===== config.mk =====
export PLATFORM = sky130hd
export DESIGN_NAME = mux41_sel8
export DESIGN_NICKNAME = d
export VERILOG_FILES = /design/src/rtl/mux41_sel8.sv
export SDC_FILE = /design/constraint.sdc
export NUM_CORES = 1
export LEC_CHECK = 0
export ABC_AREA = 1
export CORE_ASPECT_RATIO = 0.9
export CORE_MARGIN = 2
export CORE_UTILIZATION = 33
export CTS_CLUSTER_DIAMETER = 60
export DETAILED_ROUTE_END_ITERATION = 16
export PLACE_DENSITY_LB_ADDON = 0.15
export SLEW_MARGIN = 20
export SYNTH_ARGS = -nofsm -noshare
export SYNTH_HDL_FRONTEND = slang
export SYNTH_SLANG_ARGS = --single-unit

===== constraint.sdc =====
create_clock -name clk -period 1.2 [get_ports clk]
set_input_delay 0.24 -clock clk [delete_from_list [all_inputs] [get_ports clk]]
set_output_delay 0.24 -clock clk [all_outputs]
set_load 0.02 [all_outputs]

===== src/rtl/mux41_sel8.sv =====
// 8:1 registered multiplexer with enable, valid flag and registered select.
// Every output is a flop, so there is no combinational path from any input
// to any output. Latency is one clock from the sampling edge.
module mux41_sel8 #(
    parameter int WIDTH = 8
) (
    input  logic             clk,
    input  logic             rst,
    input  logic [WIDTH-1:0] a,
    input  logic [WIDTH-1:0] b,
    input  logic [WIDTH-1:0] c,
    input  logic [WIDTH-1:0] d,
    input  logic [WIDTH-1:0] e,
    input  logic [WIDTH-1:0] f,
    input  logic [WIDTH-1:0] g,
    input  logic [WIDTH-1:0] h,
    input  logic [2:0]       sel,
    input  logic             en,
    output logic [WIDTH-1:0] out,
    output logic             out_valid,
    output logic [2:0]       sel_q
);

    // Channels gathered into an array so the decode can be generated.
    logic [WIDTH-1:0] chan [8];
    logic [7:0]       sel_onehot;

    logic [WIDTH-1:0] out_reg;
    logic [WIDTH-1:0] out_next;
    logic             valid_reg;
    logic [2:0]       sel_q_reg;

    assign chan[0] = a;
    assign chan[1] = b;
    assign chan[2] = c;
    assign chan[3] = d;
    assign chan[4] = e;
    assign chan[5] = f;
    assign chan[6] = g;
    assign chan[7] = h;

    // Full one-hot decode of sel; every code maps to exactly one channel.
    generate
        for (genvar gi = 0; gi < 8; gi++) begin : g_decode
            assign sel_onehot[gi] = (sel == 3'(gi));
        end
    endgenerate

    // AND-OR select of the chosen channel; disabled cycles load zero.
    always_comb begin
        out_next = '0;
        for (int i = 0; i < 8; i++) begin
            if (sel_onehot[i]) begin
                out_next = out_next | chan[i];
            end
        end
        if (!en) begin
            out_next = '0;
        end
    end

    // Output registers; reset wins over enable and clears everything.
    always_ff @(posedge clk) begin
        if (rst) begin
            out_reg   <= '0;
            valid_reg <= 1'b0;
            sel_q_reg <= 3'd0;
        end else begin
            out_reg   <= out_next;
            valid_reg <= en;
            sel_q_reg <= sel;
        end
    end

    assign out       = out_reg;
    assign out_valid = valid_reg;
    assign sel_q     = sel_q_reg;

endmodule


==> results.py, run 1 <==
metrics = {
    "global_routing": {
        "gr-total-overflow": 0,
        "antenna_found_initial": 0,
        "grt_max_degree": 25,
        "first_global_vias": 1320,
        "grt_pass1_wl_um": 6010,
        "grt_util_all_layers": 0.208,
    },
    "sta": {
        "rsz0062_at_grt": "no",
        "max-slew-margin-rel": 0.811,
        "drv_slew": 0,
        "finalHoldViolCount": 0,
        "period_share": 0.976,
        "worst_pin_slew_ps": 282,
        "fin_crit_ps": 1170,
        "fmax_mhz": 853,
        "tns_ps": 0,
        "setup_viol": 0,
    },
    "synth": {
        "synth_compound_area_frac": 0.0381,
        "synth_area_um2": 1050,
        "yosys.cell_count.top_type": "nand4_1",
        "synthesis.nets": 230,
        "synth_mux_area_frac": 0,
        "synth-xor-area-share": 0,
        "synth_cell_types": 15,
        "synth_top_area_cell": "nand4_1",
        "yosysWarnings": 0,
        "synth_top_family_by_area": "simple AND/OR/NAND/NOR gates",
        "synth_top_area_frac": 0.286,
        "ys_seq_area_frac": 0.229,
        "synth_area_leaders": "nand4_1 (29%), dfxtp_1 (23%), nand2_1 (11%)",
        "synth-async-reset-ratio": 0,
        "synthCells": 160,
        "yosys-top-cells-count": "nand4_1 (48), nand2_1 (32), nor2_1 (20)",
        "synth_simple_gate_area_frac": 0.576,
        "syn_avg_cell_area_um2": 6.57,
        "ys.flop_type": "dfxtp_1",
        "synth_edf_count": 0,
        "ys_ff_latch": 12,
        "synthAdderAreaFrac": 0,
    },
    "critical_path": {
        "cp-end-kind": "output pin",
        "cpPeakStageDelay_ps": 330,
        "arrival_ps": 930,
        "crit_cells": 1,
        "slowest_stage": "dfxtp_1",
        "cp_max_fo": 1,
        "required_ps": 960,
        "cp_cell_sequence": "dlygate4sd2_1",
        "path_delay_family": "flip-flops",
        "crit_path_start_kind": "register",
        "crit_buf_inv": 1,
        "path_class": "register to output pin",
    },
    "place": {
        "place.gp.congestion": 0.890,
        "dp_hpwl_um": 3010,
        "dp.cells": 276,
        "portBuffers": 81,
    },
    "worst_hold_path": {
        "hold_start": "en",
        "hold_path.class": "input pin to register",
        "min_to": "out_valid$_SDFF_PP0_",
        "hold_path_depth": 3,
    },
    "clocking": {
        "cts_tree": "done",
        "cts_buffers": 3,
        "htree_levels": 1,
        "cts_root_buffer": "clkbuf_4",
        "cts_max_path_buffers": 2,
        "clkSinkCount": 12,
        "cts.clk_slew.worst_paths_ps": 80,
        "ctsHoldBuffers": 0,
    },
    "floorplan": {
        "ios": 82,
        "core_area_um2": 3040,
        "start_util": 0.345,
        "die_width_um": 63.5,
        "die_y_um": 57.5,
        "rows": 19,
        "dieArea_um2": 3650,
    },
    "route": {
        "drt_iter0_markers": 110,
        "viasPerCell": 5.13,
        "drc": 0,
        "ant_nets": 0,
        "routedWlPerCell_um": 13.7,
        "drt_wl_total_um": 3850,
        "num_vias": 1441,
        "first_pass_iters": 4,
    },
    "layout": {
        "largest_reg_flops": 8,
        "layout.cells.non_filler": 281,
        "areaGrowthSynthToFinish_pct": 81.8,
        "finalNetCount": 310,
        "drive_above_1_share": 0.0921,
        "diodes": 0,
    },
    "flow_run": {
        "drv_cap": 0,
    },
    "power": {
        "finalPower_mw": 1.27,
        "vdd_drop_max_mv": 0.337,
        "power_density_nw_per_um2": 665,
        "p_leak_nw": 0.876,
    },
    "status": {
        "status": "completed",
    },
}
-- per-layer routing --
| metal | global-route usage | up-vias | part of all wire |
|---|---|---|---|
| li1 | - | 741 | - |
| met1 | 0.271 | 636 | 0.44 |
| met2 | 0.355 | 62 | 0.49 |
| met3 | 0.0394 | 2 | 0.067 |
| met4 | 0.0559 | 0 | 0.0049 |
| met5 | 0 | - | 0 |
-- metrics by stage --
| step | hold WS, ps | util | setup slack [ps] | cell area, µm² |
|---|---|---|---|---|
| 2_1_floorplan | 312 | - | 230 | 1050 |
| 3_3_place_gp | 783 | 0.617 | -370 | 1880 |
| 3_5_place_dp | 789 | 0.617 | -423 | 1880 |
| 4_1_cts | 505 | 0.627 | 2.84 | 1910 |
| 5_1_grt | 529 | 0.628 | 5.78 | 1910 |
| 6_report | 507 | 0.628 | 28.3 | 1910 |
-- cells in the final DEF, fill, tap and decap left out, types with 2 or more instances in the layout --
master	count
a21oi_1	8
buf_12	2
buf_4	8
clkbuf_4	3
clkdlybuf4s50_1	66
dfxtp_1	12
dlygate4sd2_1	14
inv_1	2
inv_2	2
nand2_1	32
nand3_1	14
nand3_2	2
nand4_1	48
nor2_1	20
-- cells by family (layout without fill, tap and decap cells) --
group,Yosys count,count (layout)
AO/OA/AOI/OAI,8,8
buffers and inverters,23,101
AND/OR/NAND/NOR,117,118
flip-flops,12,12
-- worst max path at each step --
stage | startpoint | end | slack [ps]
after global routing | sel[1] | out[2]$_SDFF_PP0_ | 6
after global placement | sel[0] | out[2]$_SDFF_PP0_ | -370
after detailed placement | sel[0] | out[5]$_SDFF_PP0_ | -420
final | out[4]$_SDFF_PP0_ | out[4] | 30
after CTS | out[6]$_SDFF_PP0_ | out[6] | 3
after floorplan | sel[2] | out[4]$_SDFF_PP0_ | 230
-- area by class of cell --
cell class,count,area [µm²]
multi-input cells,126,657
repair buffers,92,905
clock buffers,4,36.3
inverters,5,20.0
fillers,298,1130
well taps,42,52.6
flip-flops and latches,12,240
-- report_power, final --
part	total, mW	internal (mW)	switching [mW]
logic	0.528	0.297	0.232
clock network	0.318	0.184	0.134
registers	0.425	0.420	0.00523
total	1.27	0.900	0.371
-- timing repair --
action,4_1_cts,5_1_grt
resized for setup,16,1
endpoints found under the setup margin,20,1
pin swaps,1,0
cloned,1,0
buffers inserted,0,0
(Power assumes the default switching activity.)
==> inputs of run 2 (changes only) <==
Clock period 1.2 ns to 1.1 ns, I/O delays scaled along.
==> run 2 against run 1 <==
Utilization is 1.0 points lower. Critical path depth stayed put. Cell count stayed put. Combinational power is 8.3% higher. Via count unchanged. Sequential power increased by 9.4%. Setup slack worse by 6.2 ps. Sequential share of layout area increased by 0.21 points. Global-route usage barely moved. Power increased by 8.6%. First-iteration DRC count down 10%. Clock power is 8.2% higher. Critical path type unchanged.
==> results.py, run 2 (same netlist as run 1, synthesis figures left out) <==
metrics = {
    "status": {
        "status": "completed",
    },
    "critical_path": {
        "cp_cell_sequence": "clkdlybuf4s15_2",
        "crit_path_start_kind": "register",
        "cpPeakStageDelay_ps": 330,
        "cp_max_fo": 1,
        "required_ps": 880,
        "path_class": "register to output pin",
        "crit_buf_inv": 1,
        "arrival_ps": 860,
        "cp-end-kind": "output pin",
        "path_delay_family": "flip-flops",
        "slowest_stage": "dfxtp_1",
    },
    "flow_run": {
        "drv_cap": 0,
    },
    "global_routing": {
        "grt_util_all_layers": 0.209,
        "gr-total-overflow": 0,
        "antenna_found_initial": 0,
        "grt_pass1_wl_um": 6020,
        "first_global_vias": 1322,
        "grt_max_degree": 25,
    },
    "route": {
        "drt_wl_total_um": 3840,
        "first_pass_iters": 4,
        "drt_iter0_markers": 99,
        "drc": 0,
        "num_vias": 1441,
        "ant_nets": 0,
        "viasPerCell": 5.13,
        "routedWlPerCell_um": 13.7,
    },
    "sta": {
        "holdWs_ps": 383,
        "max-slew-margin-rel": 0.815,
        "setup_ws_ps": 22.1,
        "period_share": 0.980,
        "setup_viol": 0,
        "drv_slew": 0,
        "fin_crit_ps": 1080,
        "rsz0062_at_grt": "yes",
        "fmax_mhz": 928,
        "finalHoldViolCount": 0,
        "worst_pin_slew_ps": 277,
        "tns_ps": 0,
    },
    "layout": {
        "finalInstanceArea_um2": 1880,
        "diodes": 0,
        "drive_above_1_share": 0.146,
        "multi_input_area_um2": 657,
        "areaGrowthSynthToFinish_pct": 78.8,
        "ff_latch_area_um2": 240,
        "layout.cells.non_filler": 281,
        "mostFrequentLayoutCell": "clkdlybuf4s50_1",
        "final_cell_mix": "clkdlybuf4s50_1 (66), nand4_1 (48), nand2_1 (32)",
        "finalNetCount": 310,
        "largest_reg_flops": 8,
        "num-fill-cells": 302,
    },
    "clocking": {
        "postCtsSetupRepairBufs": 0,
        "clkSinkCount": 12,
        "cts_buffers": 3,
        "cts_root_buffer": "clkbuf_4",
        "cts.clk_slew.worst_paths_ps": 80,
        "cts_tree": "done",
        "htree_levels": 1,
        "ctsHoldBuffers": 0,
        "cts_max_path_buffers": 2,
    },
    "power": {
        "power_density_nw_per_um2": 735,
        "p_leak_nw": 0.842,
        "vdd_drop_max_mv": 0.368,
    },
    "place": {
        "dp_hpwl_um": 3010,
        "place.gp.congestion": 0.890,
        "placed_area_um2": 1880,
        "dp.cells": 276,
        "portBuffers": 81,
        "place_ws_ps": -503,
    },
    "worst_hold_path": {
        "hold_path_depth": 3,
        "min_to": "sel_q[1]$_SDFF_PP0_",
        "hold_path.class": "input pin to register",
        "hold_start": "sel[1]",
    },
    "floorplan": {
        "core_area_um2": 3040,
        "dieArea_um2": 3650,
        "start_util": 0.345,
        "rows": 19,
        "ios": 82,
        "die_width_um": 63.5,
        "die_y_um": 57.5,
    },
}
==> run 2: layer usage <==
metal / track usage / share of wire / vias to the layer above
met4: 0.0559 / 0.0055 / 0
met3: 0.0394 / 0.083 / 2
met2: 0.355 / 0.49 / 62
met1: 0.272 / 0.42 / 639
li1: - / - / 738
met5: 0 / 0 / -
==> run 2: stage by stage <==
step | total power, mW | util
3_3_place_gp | 1.05 | 0.617
4_1_cts | 1.39 | 0.632
3_5_place_dp | 1.06 | 0.617
2_1_floorplan | 0.723 | -
6_report | 1.38 | 0.618
5_1_grt | 1.45 | 0.618
==> run 2: area by class of cell <==
| cell class | count | share of cell area |
|---|---|---|
| multi-input cells | 126 | 0.350 |
| repair buffers | 92 | 0.465 |
| clock buffers | 4 | 0.0193 |
| well taps | 42 | 0.0280 |
| flip-flops and latches | 12 | 0.128 |
| inverters | 5 | 0.0107 |
==> run 2: power by group <==
part           leakage (nW)  switching [mW]  internal (mW)
registers            0.0988         0.00657          0.458
logic                 0.722           0.252          0.320
clock network        0.0210           0.143          0.201
==> run 2: timing repair <==
| action | 4_1_cts | 5_1_grt |
|---|---|---|
| cloned | 1 | 0 |
| resized for setup | 33 | 10 |
| endpoints found under the hold margin | 0 | 0 |
| setup endpoints to repair | 20 | 13 |
| pin swaps | 2 | 1 |
==> run 2: how the worst max path moves through the flow <==
stage	from	endpoint	cells past startpoint
CTS	out[1]$_SDFF_PP0_	out[1]	1
global route	sel[0]	out[2]$_SDFF_PP0_	7
finish	out[4]$_SDFF_PP0_	out[4]	1
global placement	sel[0]	out[2]$_SDFF_PP0_	7
detailed placement	sel[0]	out[5]$_SDFF_PP0_	7
floorplan	sel[2]	out[4]$_SDFF_PP0_	7
